<file path="config.mk">
export PLATFORM = sky130hd
export DESIGN_NAME = alu_muldiv
export DESIGN_NICKNAME = d
export VERILOG_FILES = /design/src/rtl/alu_muldiv.sv
export SDC_FILE = /design/constraint.sdc
export NUM_CORES = 1
export LEC_CHECK = 0
export ABC_AREA = 0
export CAP_MARGIN = 10
export CORE_MARGIN = 2
export CORE_UTILIZATION = 40
export DETAILED_ROUTE_END_ITERATION = 10
export GPL_ROUTABILITY_DRIVEN = 0
export PLACE_DENSITY_LB_ADDON = 0.12
export SYNTH_ARGS = -nofsm -noshare
export SYNTH_HDL_FRONTEND = slang
export SYNTH_SLANG_ARGS = --single-unit
</file>
<file path="constraint.sdc">
create_clock -name clk -period 12.2 [get_ports clk]
set_clock_uncertainty 0.2 [all_clocks]
set_input_delay 1.22 -clock clk [delete_from_list [all_inputs] [get_ports clk]]
set_output_delay 1.22 -clock clk [all_outputs]
set_load 0.01 [all_outputs]
</file>
<file path="src/rtl/alu_muldiv.sv">
// Registered ALU with iterative MIPS multiply/divide and HI/LO result registers.
// Simple ops complete in one cycle; MULT/DIV iterate once per bit behind a ready/valid handshake.
module alu_muldiv #(
  parameter int WIDTH = 32,
  parameter int CNT_W = $clog2(WIDTH + 1)
) (
  input  logic             clk,
  input  logic             rst_n,
  input  logic             start,
  input  logic [3:0]       ctl,
  input  logic [WIDTH-1:0] a,
  input  logic [WIDTH-1:0] b,
  output logic             ready,
  output logic             valid,
  output logic [WIDTH-1:0] out,
  output logic             z,
  output logic [WIDTH-1:0] hi,
  output logic [WIDTH-1:0] lo,
  output logic             div_by_zero
);

  localparam logic [3:0] OP_AND   = 4'b0000;
  localparam logic [3:0] OP_OR    = 4'b0001;
  localparam logic [3:0] OP_ADD   = 4'b0010;
  localparam logic [3:0] OP_SUB   = 4'b0110;
  localparam logic [3:0] OP_SLT   = 4'b0111;
  localparam logic [3:0] OP_MULT  = 4'b1000;
  localparam logic [3:0] OP_MULTU = 4'b1001;
  localparam logic [3:0] OP_DIV   = 4'b1010;
  localparam logic [3:0] OP_DIVU  = 4'b1011;
  localparam logic [3:0] OP_NOR   = 4'b1100;
  localparam logic [3:0] OP_XOR   = 4'b1101;

  typedef enum logic [1:0] {S_IDLE, S_MUL, S_DIV, S_DONE} state_e;

  state_e               state_q, state_d;
  logic [2*WIDTH-1:0]   acc_q, acc_d;
  logic [WIDTH-1:0]     opb_q, opb_d;
  logic                 qneg_q, qneg_d, rneg_q, rneg_d;
  logic [CNT_W-1:0]     cnt_q, cnt_d;
  logic                 valid_q, valid_d, z_q, z_d, dbz_q, dbz_d;
  logic [WIDTH-1:0]     out_q, out_d, hi_q, hi_d, lo_q, lo_d;

  logic                 accept, is_signed, slt;
  logic [WIDTH-1:0]     mag_a, mag_b, quo, rem;
  logic [WIDTH:0]       mul_sum, div_diff;
  logic [2*WIDTH-1:0]   mul_step, div_step, prod;

  assign ready     = (state_q == S_IDLE);
  assign accept    = start && ready;
  assign is_signed = ~ctl[0];
  assign slt       = $signed(a) < $signed(b);
  assign mag_a     = (is_signed && a[WIDTH-1]) ? -a : a;
  assign mag_b     = (is_signed && b[WIDTH-1]) ? -b : b;

  // acc_q is {partial product, remaining multiplier} for MUL and {remainder, dividend/quotient} for DIV
  assign mul_sum  = {1'b0, acc_q[2*WIDTH-1:WIDTH]} + (acc_q[0] ? {1'b0, opb_q} : '0);
  assign mul_step = {mul_sum, acc_q[WIDTH-1:1]};
  assign div_diff = acc_q[2*WIDTH-1:WIDTH-1] - {1'b0, opb_q};
  assign div_step = div_diff[WIDTH] ? {acc_q[2*WIDTH-2:0], 1'b0}
                                    : {div_diff[WIDTH-1:0], acc_q[WIDTH-2:0], 1'b1};
  assign prod     = qneg_q ? -mul_step : mul_step;
  assign quo      = qneg_q ? -div_step[WIDTH-1:0] : div_step[WIDTH-1:0];
  assign rem      = rneg_q ? -div_step[2*WIDTH-1:WIDTH] : div_step[2*WIDTH-1:WIDTH];

  always_comb begin
    state_d = state_q;
    acc_d   = acc_q;
    opb_d   = opb_q;
    qneg_d  = qneg_q;
    rneg_d  = rneg_q;
    cnt_d   = cnt_q;
    valid_d = 1'b0;
    dbz_d   = 1'b0;
    out_d   = out_q;
    z_d     = z_q;
    hi_d    = hi_q;
    lo_d    = lo_q;
    case (state_q)
      S_IDLE: begin
        if (accept) begin
          valid_d = 1'b1;
          case (ctl)
            OP_ADD: out_d = a + b;
            OP_AND: out_d = a & b;
            OP_NOR: out_d = ~(a | b);
            OP_OR:  out_d = a | b;
            OP_SLT: out_d = {{(WIDTH-1){1'b0}}, slt};
            OP_SUB: out_d = a - b;
            OP_XOR: out_d = a ^ b;
            OP_MULT, OP_MULTU: begin
              valid_d = 1'b0;
              state_d = S_MUL;
              acc_d   = {{WIDTH{1'b0}}, mag_a};
              opb_d   = mag_b;
              qneg_d  = is_signed && (a[WIDTH-1] ^ b[WIDTH-1]);
              rneg_d  = 1'b0;
              cnt_d   = '0;
            end
            OP_DIV, OP_DIVU: begin
              if (b == '0) begin
                hi_d  = a;
                lo_d  = '1;
                out_d = '1;
                dbz_d = 1'b1;
              end else begin
                valid_d = 1'b0;
                state_d = S_DIV;
                acc_d   = {{WIDTH{1'b0}}, mag_a};
                opb_d   = mag_b;
                qneg_d  = is_signed && (a[WIDTH-1] ^ b[WIDTH-1]);
                rneg_d  = is_signed && a[WIDTH-1];
                cnt_d   = '0;
              end
            end
            default: out_d = '0;
          endcase
          z_d = (out_d == '0);
        end
      end
      S_MUL, S_DIV: begin
        cnt_d = cnt_q + 1'b1;
        acc_d = (state_q == S_MUL) ? mul_step : div_step;
        // Final iteration writes the sign-corrected result directly, so DONE carries valid
        if (cnt_q == CNT_W'(WIDTH - 1)) begin
          state_d = S_DONE;
          valid_d = 1'b1;
          if (state_q == S_MUL) begin
            hi_d = prod[2*WIDTH-1:WIDTH];
            lo_d = prod[WIDTH-1:0];
          end else begin
            hi_d = rem;
            lo_d = quo;
          end
          out_d = lo_d;
          z_d   = (lo_d == '0);
        end
      end
      S_DONE:  state_d = S_IDLE;
      default: state_d = S_IDLE;
    endcase
  end

  always_ff @(posedge clk or negedge rst_n) begin
    if (!rst_n) begin
      state_q <= S_IDLE;
      acc_q   <= '0;
      opb_q   <= '0;
      qneg_q  <= 1'b0;
      rneg_q  <= 1'b0;
      cnt_q   <= '0;
      valid_q <= 1'b0;
      dbz_q   <= 1'b0;
      out_q   <= '0;
      z_q     <= 1'b1;
      hi_q    <= '0;
      lo_q    <= '0;
    end else begin
      state_q <= state_d;
      acc_q   <= acc_d;
      opb_q   <= opb_d;
      qneg_q  <= qneg_d;
      rneg_q  <= rneg_d;
      cnt_q   <= cnt_d;
      valid_q <= valid_d;
      dbz_q   <= dbz_d;
      out_q   <= out_d;
      z_q     <= z_d;
      hi_q    <= hi_d;
      lo_q    <= lo_d;
    end
  end

  assign valid       = valid_q;
  assign div_by_zero = dbz_q;
  assign out         = out_q;
  assign z           = z_q;
  assign hi          = hi_q;
  assign lo          = lo_q;

endmodule
</file>
; ---- Word-level counts from Yosys, hierarchy flattened
; Cells that the tools add are included.
[word_totals]
reg_bits = 205
latchBits = 0
ram_bits = 0
mem_bits_ro = 0
input_bits = 71
out_inout_bits = 100
wordCells = 127
n_memories = 0
[classes]
addsub = 10
mul = 0
div = 0
n_lt_le_gt_ge = 1
n_eq_ne = 21
shift = 0
mux = 58
n_bitwise = 6
reduce_logical = 19
[ops]
columns = operator, count
row1 = 2-to-1 mux 32 bit, 22
row2 = 2-to-1 mux 64 bit, 5
row3 = one-hot mux 32 bit (9 select lines), 1
row4 = one-hot mux 32 bit (2 select lines), 4
row5 = one-hot mux 64 bit (2 select lines), 2
row6 = negation 32 bit, 4
row7 = zero test 32 bit, 3
row8 = negation 64 bit, 1
row9 = adder 32 x 32 -> 33 bit, 1
row10 = subtractor 33 x 32 -> 33 bit, 1
row11 = adder 32 bit, 1
row12 = bitwise AND 32 bit, 1
row13 = less-than comparator 32 bit, 1
row14 = NOT 32 bit, 1
row15 = bitwise OR 32 bit, 1
row16 = subtractor 32 bit, 1
row17 = XOR 32 bit, 1
row18 = "== test 4 bit, second input constant", 6
row19 = one-hot mux 6 bit (2 select lines), 2
row20 = 2-to-1 mux 6 bit, 2
row21 = AND reduction 4 bit, 3
row22 = 2-to-1 mux 1 bit, 10
row23 = one-hot mux 1 bit (2 select lines), 5
row24 = "== test 4 x 3 -> 1 bit, second input constant", 2
row25 = 22 further kinds, 34

; ---- Longest topological paths before layout
[logic_depth]
depth_word = 10
mapped_depth = 28
depth_no_buf = 24

; ---- Least setup slack after synthesis
; OpenSTA, ideal clock, no wires.
[synth_timing]
kind = flip-flop to flip-flop
start = register acc_q[31]
end = register z_q (netlist: z)
setup_ns = 0.091
arrival_ns = 5.424
required_ns = 11.909
setup_slack_ns = 6.485
path_stages_with_launch = 29
synth_period_minus_slack_ns = 5.715
cell_sequence = dfrtp_1 -> inv_1 -> ha_1 -> inv_1 -> fa_1 -> a211oi_1 -> o21ai_0 -> and3_1 -> o311a_1 -> o21ai_2 -> and2_4 -> inv_2 -> clkbuf_1 -> buf_1 -> ha_1 -> clkbuf_1 -> nor2b_1 -> clkbuf_1 -> a221o_1 -> o21ai_0 -> nand3_1 -> nor2_1 -> nand4_1 -> nor4bb_1 -> and4b_1 -> nand4_1 -> nor4_1 -> a32oi_1 -> o31ai_1
[synth_via]
elab_chain_len = 10
[synth_rtl]
columns = item, line_no
row1 = start: declaration, 37  ; logic [2*WIDTH-1:0] acc_q, acc_d;
row2 = start signal: assignment, 147  ; acc_q <= '0;
row3 = start signal: assignment, 160  ; acc_q <= acc_d;
row4 = subtractor 33 x 32 -> 33 bit, 59  ; assign div_diff = acc_q[2*WIDTH-1:WIDTH-1] - {1'b0, opb_q};
row5 = 2-to-1 mux 64 bit, 60  ; assign div_step = div_diff[WIDTH] ? {acc_q[2*WIDTH-2:0], 1'b0}
row6 = negation 32 bit, 63  ; assign quo = qneg_q ? -div_step[WIDTH-1:0] : div_step[WIDTH-1:0];
row7 = 2-to-1 mux 32 bit, 63
row8 = 2-to-1 mux 32 bit (*), 128  ; if (state_q == S_MUL) begin
row9 = 2-to-1 mux 32 bit (*), 125  ; if (cnt_q == CNT_W'(WIDTH - 1)) begin
row10 = 2-to-1 mux 32 bit (*), 79  ; case (state_q)
row11 = zero test 32 bit (*), 136  ; z_d = (lo_d == '0);
row12 = 2-to-1 mux 1 bit (*), 125
row13 = one-hot mux 1 bit (2 select lines) (*), 79
row14 = end signal: assignment, 168  ; z_q <= z_d;
row15 = end: declaration, 41  ; logic valid_q, valid_d, z_q, z_d, dbz_q, dbz_d;
; Mark *: on every way between the ends. The rest lies on a longest branch, timed or not. The select of a mux whose other input is x is not followed.
; A chain may end at the register's enable or synchronous reset.

; ---- Final worst setup path
; Ends and elaborated chain as after synthesis.

==> flow_summary.toml <==
[yosys]
syn-num-nets = 3617
netlist_area_um2 = 24400
netlist.top_cell.by_area = "dfrtp_1"
yosysWarnings = 0
ys_top_cells_by_count = "nand2_1 (403), o21ai_0 (319), nor2_1 (299)"
synthCells = 3373
yosysSeqAreaShare = 0.2103
synth_most_common_cell = "nand2_1"
yosysTopAreaCellShare = 0.2092
synth_ff_type = "dfrtp_1"
ys_types = 101
async_reset_ff_frac = 1.000
syn_avg_cell_area_um2 = 7.235
synth-edff-count = 0
ys_seq_elements = 205
synthTopCellsByArea = "dfrtp_1 (21%), ha_1 (8.7%), o21ai_0 (6.5%)"

[clock_network]
cts_made_buffers = 28
cts_hold_buffers = 0
cts_root_buf = "clkbuf_16"
cts_htree_levels = 1
clock_path_buffers = 3
clkLatencyLatePin_ns = 0.60
post_cts_buffers = 0
cts.sinks = 205
path_clk_slew_ns = 0.06
cts-resized-gates = 0
cts_tree = "done"

[finish]
drive_gt1_frac = 0.05144
fin_area_um2 = 27610
regArea_um2 = 5132
multi_input_area_um2 = 17780
fin_util = 0.4575
area_delta_synth_final_pct = 13.16
fill_cells = 6076
layout.nets = 3624

[detailed_routing]
dr.pass1.iters = 9
avgViaCountPerCell = 6.619
via_count = 27710
wl_met1_mm = 45.21
routed.top_layer = "met5"
routed_wl_mm = 113.9
avgRoutedWirePerCell_um = 27.20
wl_met3_mm = 11.76
first_iter_violations = 3992
dr_wl_met2_mm = 48.76
drcViolationCount = 0
detail-route-antenna-nets = 0

[die]
dieArea_um2 = 63000
initial_core_util = 0.4043
die_w_um = 251.0
rows = 90
die_h_um = 251.0
io_pins = 171
coreArea_um2 = 60360

[sta]
maxSlewHeadroom = 0.1692
fin_setup_tns_ns = 0
fin_crit_ns = 7.233
fmax_mhz = 138.3
tightest_slew_ns = 1.231
fin_crit_sh = 0.5929
finalSetupViolations = 0
rsz0062_at_grt = "no"
finalHoldViolations = 0
finalMaxSlewViolations = 0

[power]
vdd_drop_max_mv = 0.1572
p_per_area_nw_per_um2 = 283.4
leakagePower_nw = 11.43

[global_routing]
grt_max_degree = 83
antenna_found_initial = 4
grt_pass1_vias = 26070
grt-ovfl-total = 0
grt_pass1_wl_mm = 167.5
grt_usage = 0.3479

[placed_design]
dpl.hpwl_mm = 88.31
io_buffers = 170
placed_cell_area_um2 = 26580

[setup_path]
worst-setup-path-type = "reg -> reg"
cp_max_fo = 47
end_kind = "register"
worstPathRequired_ns = 12.49
crit_path_start_kind = "register"
reg2reg_depth = 25
arrival_ns = 7.52

[status]
outcome = "finished, final reports clean"

[run]
drv_cap = 0

[worst_hold_path]
hp-class = "reg -> reg"
holdPathStages = 2
[report_power, final]
group	internal, mW	leakage, nW	switching (mW)
Sequential	0.997	2.51	0.406
Combinational	1.90	8.43	3.60
Clock	0.562	0.492	0.359
Total	3.46	11.4	4.36
[worst paths after layout]
check	from	endpoint	slack, ns
worst min register to register	lo[25]	lo[25]	0.28
worst max-delay path	acc_q[31]	z	4.97
worst max register to register	acc_q[31]	z	4.97
max in group asynchronous	rst_n	out[17]	9.98
min in group asynchronous	rst_n	cnt_q[4]	0.41
worst min-delay path	lo[25]	lo[25]	0.28
[layout make-up]
type                    count  share of cell area
diodes                      2           0.0001812
clock buffers              35             0.02818
clock inverters            17            0.008836
inverters                 184             0.02501
multi-input cells        2751              0.6439
flip-flops and latches    205              0.1859
well taps                 782             0.03543
repair buffers            210             0.07259
[sequential cells by signal, summed over array words and instances, names as in the netlist]
name	count
acc_q	64
cnt_q	6
div_by_zero	1
hi	32
lo	32
opb_q	32
out	32
qneg_q	1
rneg_q	1
state_q	2
valid	1
z	1
[critical path: stages, from the launching register on]
cell,delay [ns]
dfrtp_1,0.46
inv_1,0.14
ha_1,0.19
inv_1,0.06
fa_1,0.44
a211oi_1,0.37
o21ai_0,0.26
and3_1,0.28
o311a_1,0.41
o21ai_2,0.20
and2_4,0.58
inv_2,0.04
buf_4,0.30
ha_1,0.39
nor2b_1,0.31
a221o_1,0.34
o21ai_0,0.31
nand3_1,0.13
nor2_1,0.13
nand4_1,0.10
nor4bb_1,0.34
and4b_1,0.25
nand4_1,0.11
nor4_1,0.41
a32oi_1,0.19
o31ai_1,0.11
[per-layer routing]
layer,global-route usage,vias to the layer above
met5,0,-
met1,0.4456,13290
li1,-,12370
met2,0.5350,1669
met3,0.08045,373
met4,0.2056,6
[metrics by stage]
| stage | total power, mW | setup slack, ns | hold slack (ns) | std cells |
|---|---|---|---|---|
| after floorplan | 4.835 | 6.485 | 0.2656 | 3373 |
| after global placement | 6.705 | 5.436 | 0.2631 | 4131 |
| after detailed placement | 6.759 | 5.144 | 0.2691 | 4131 |
| after CTS | 7.704 | 5.101 | 0.2827 | 4183 |
| after global routing | 8.319 | 4.574 | 0.3005 | 4184 |
| final | 7.827 | 4.967 | 0.2776 | 4186 |
[cell usage in the layout, fill, tap and decap left out, types with 16 or more instances in the layout]
master           Yosys  layout
nand2_1            403     402
o21ai_0            319     319
nor2_1             299     297
a21oi_1            248     247
dfrtp_1            204     203
inv_1              180     178
clkdlybuf4s50_1      0     169
ha_1               169     167
xnor2_1            136     136
nand3_1             82      82
nor3_1              82      82
o211ai_1            59      59
a31oi_1             59      59
xor2_1              58      58
o31ai_1             55      55
a21o_1              48      48
nor4_1              48      46
mux2i_1             46      46
buf_4                0      39
a211oi_1            37      37
or3_1               37      37
and3_1              32      32
o21a_1              31      31
clkbuf_16            0      29
and2_1              26      26
a221oi_1            26      26
nand4_1             23      23
or4_1               22      22
nand2b_1            21      21
a22oi_1             19      19
nor2b_1             18      17
a211o_1             17      17
mux2_2              17      17
o22ai_1             17      17
o21bai_1            16      16
[kinds of logic after synthesis]
logic type | share of synthesized area
AOI/OAI and AO/OA | 0.3099
xor gates and xnor gates | 0.06963
adders and majority gates | 0.08994
buffers and inverters | 0.06517
DFF | 0.2103
muxes | 0.02825
and+or+nand+nor | 0.2269
No activity file was read; power rests on OpenSTA's default activity.
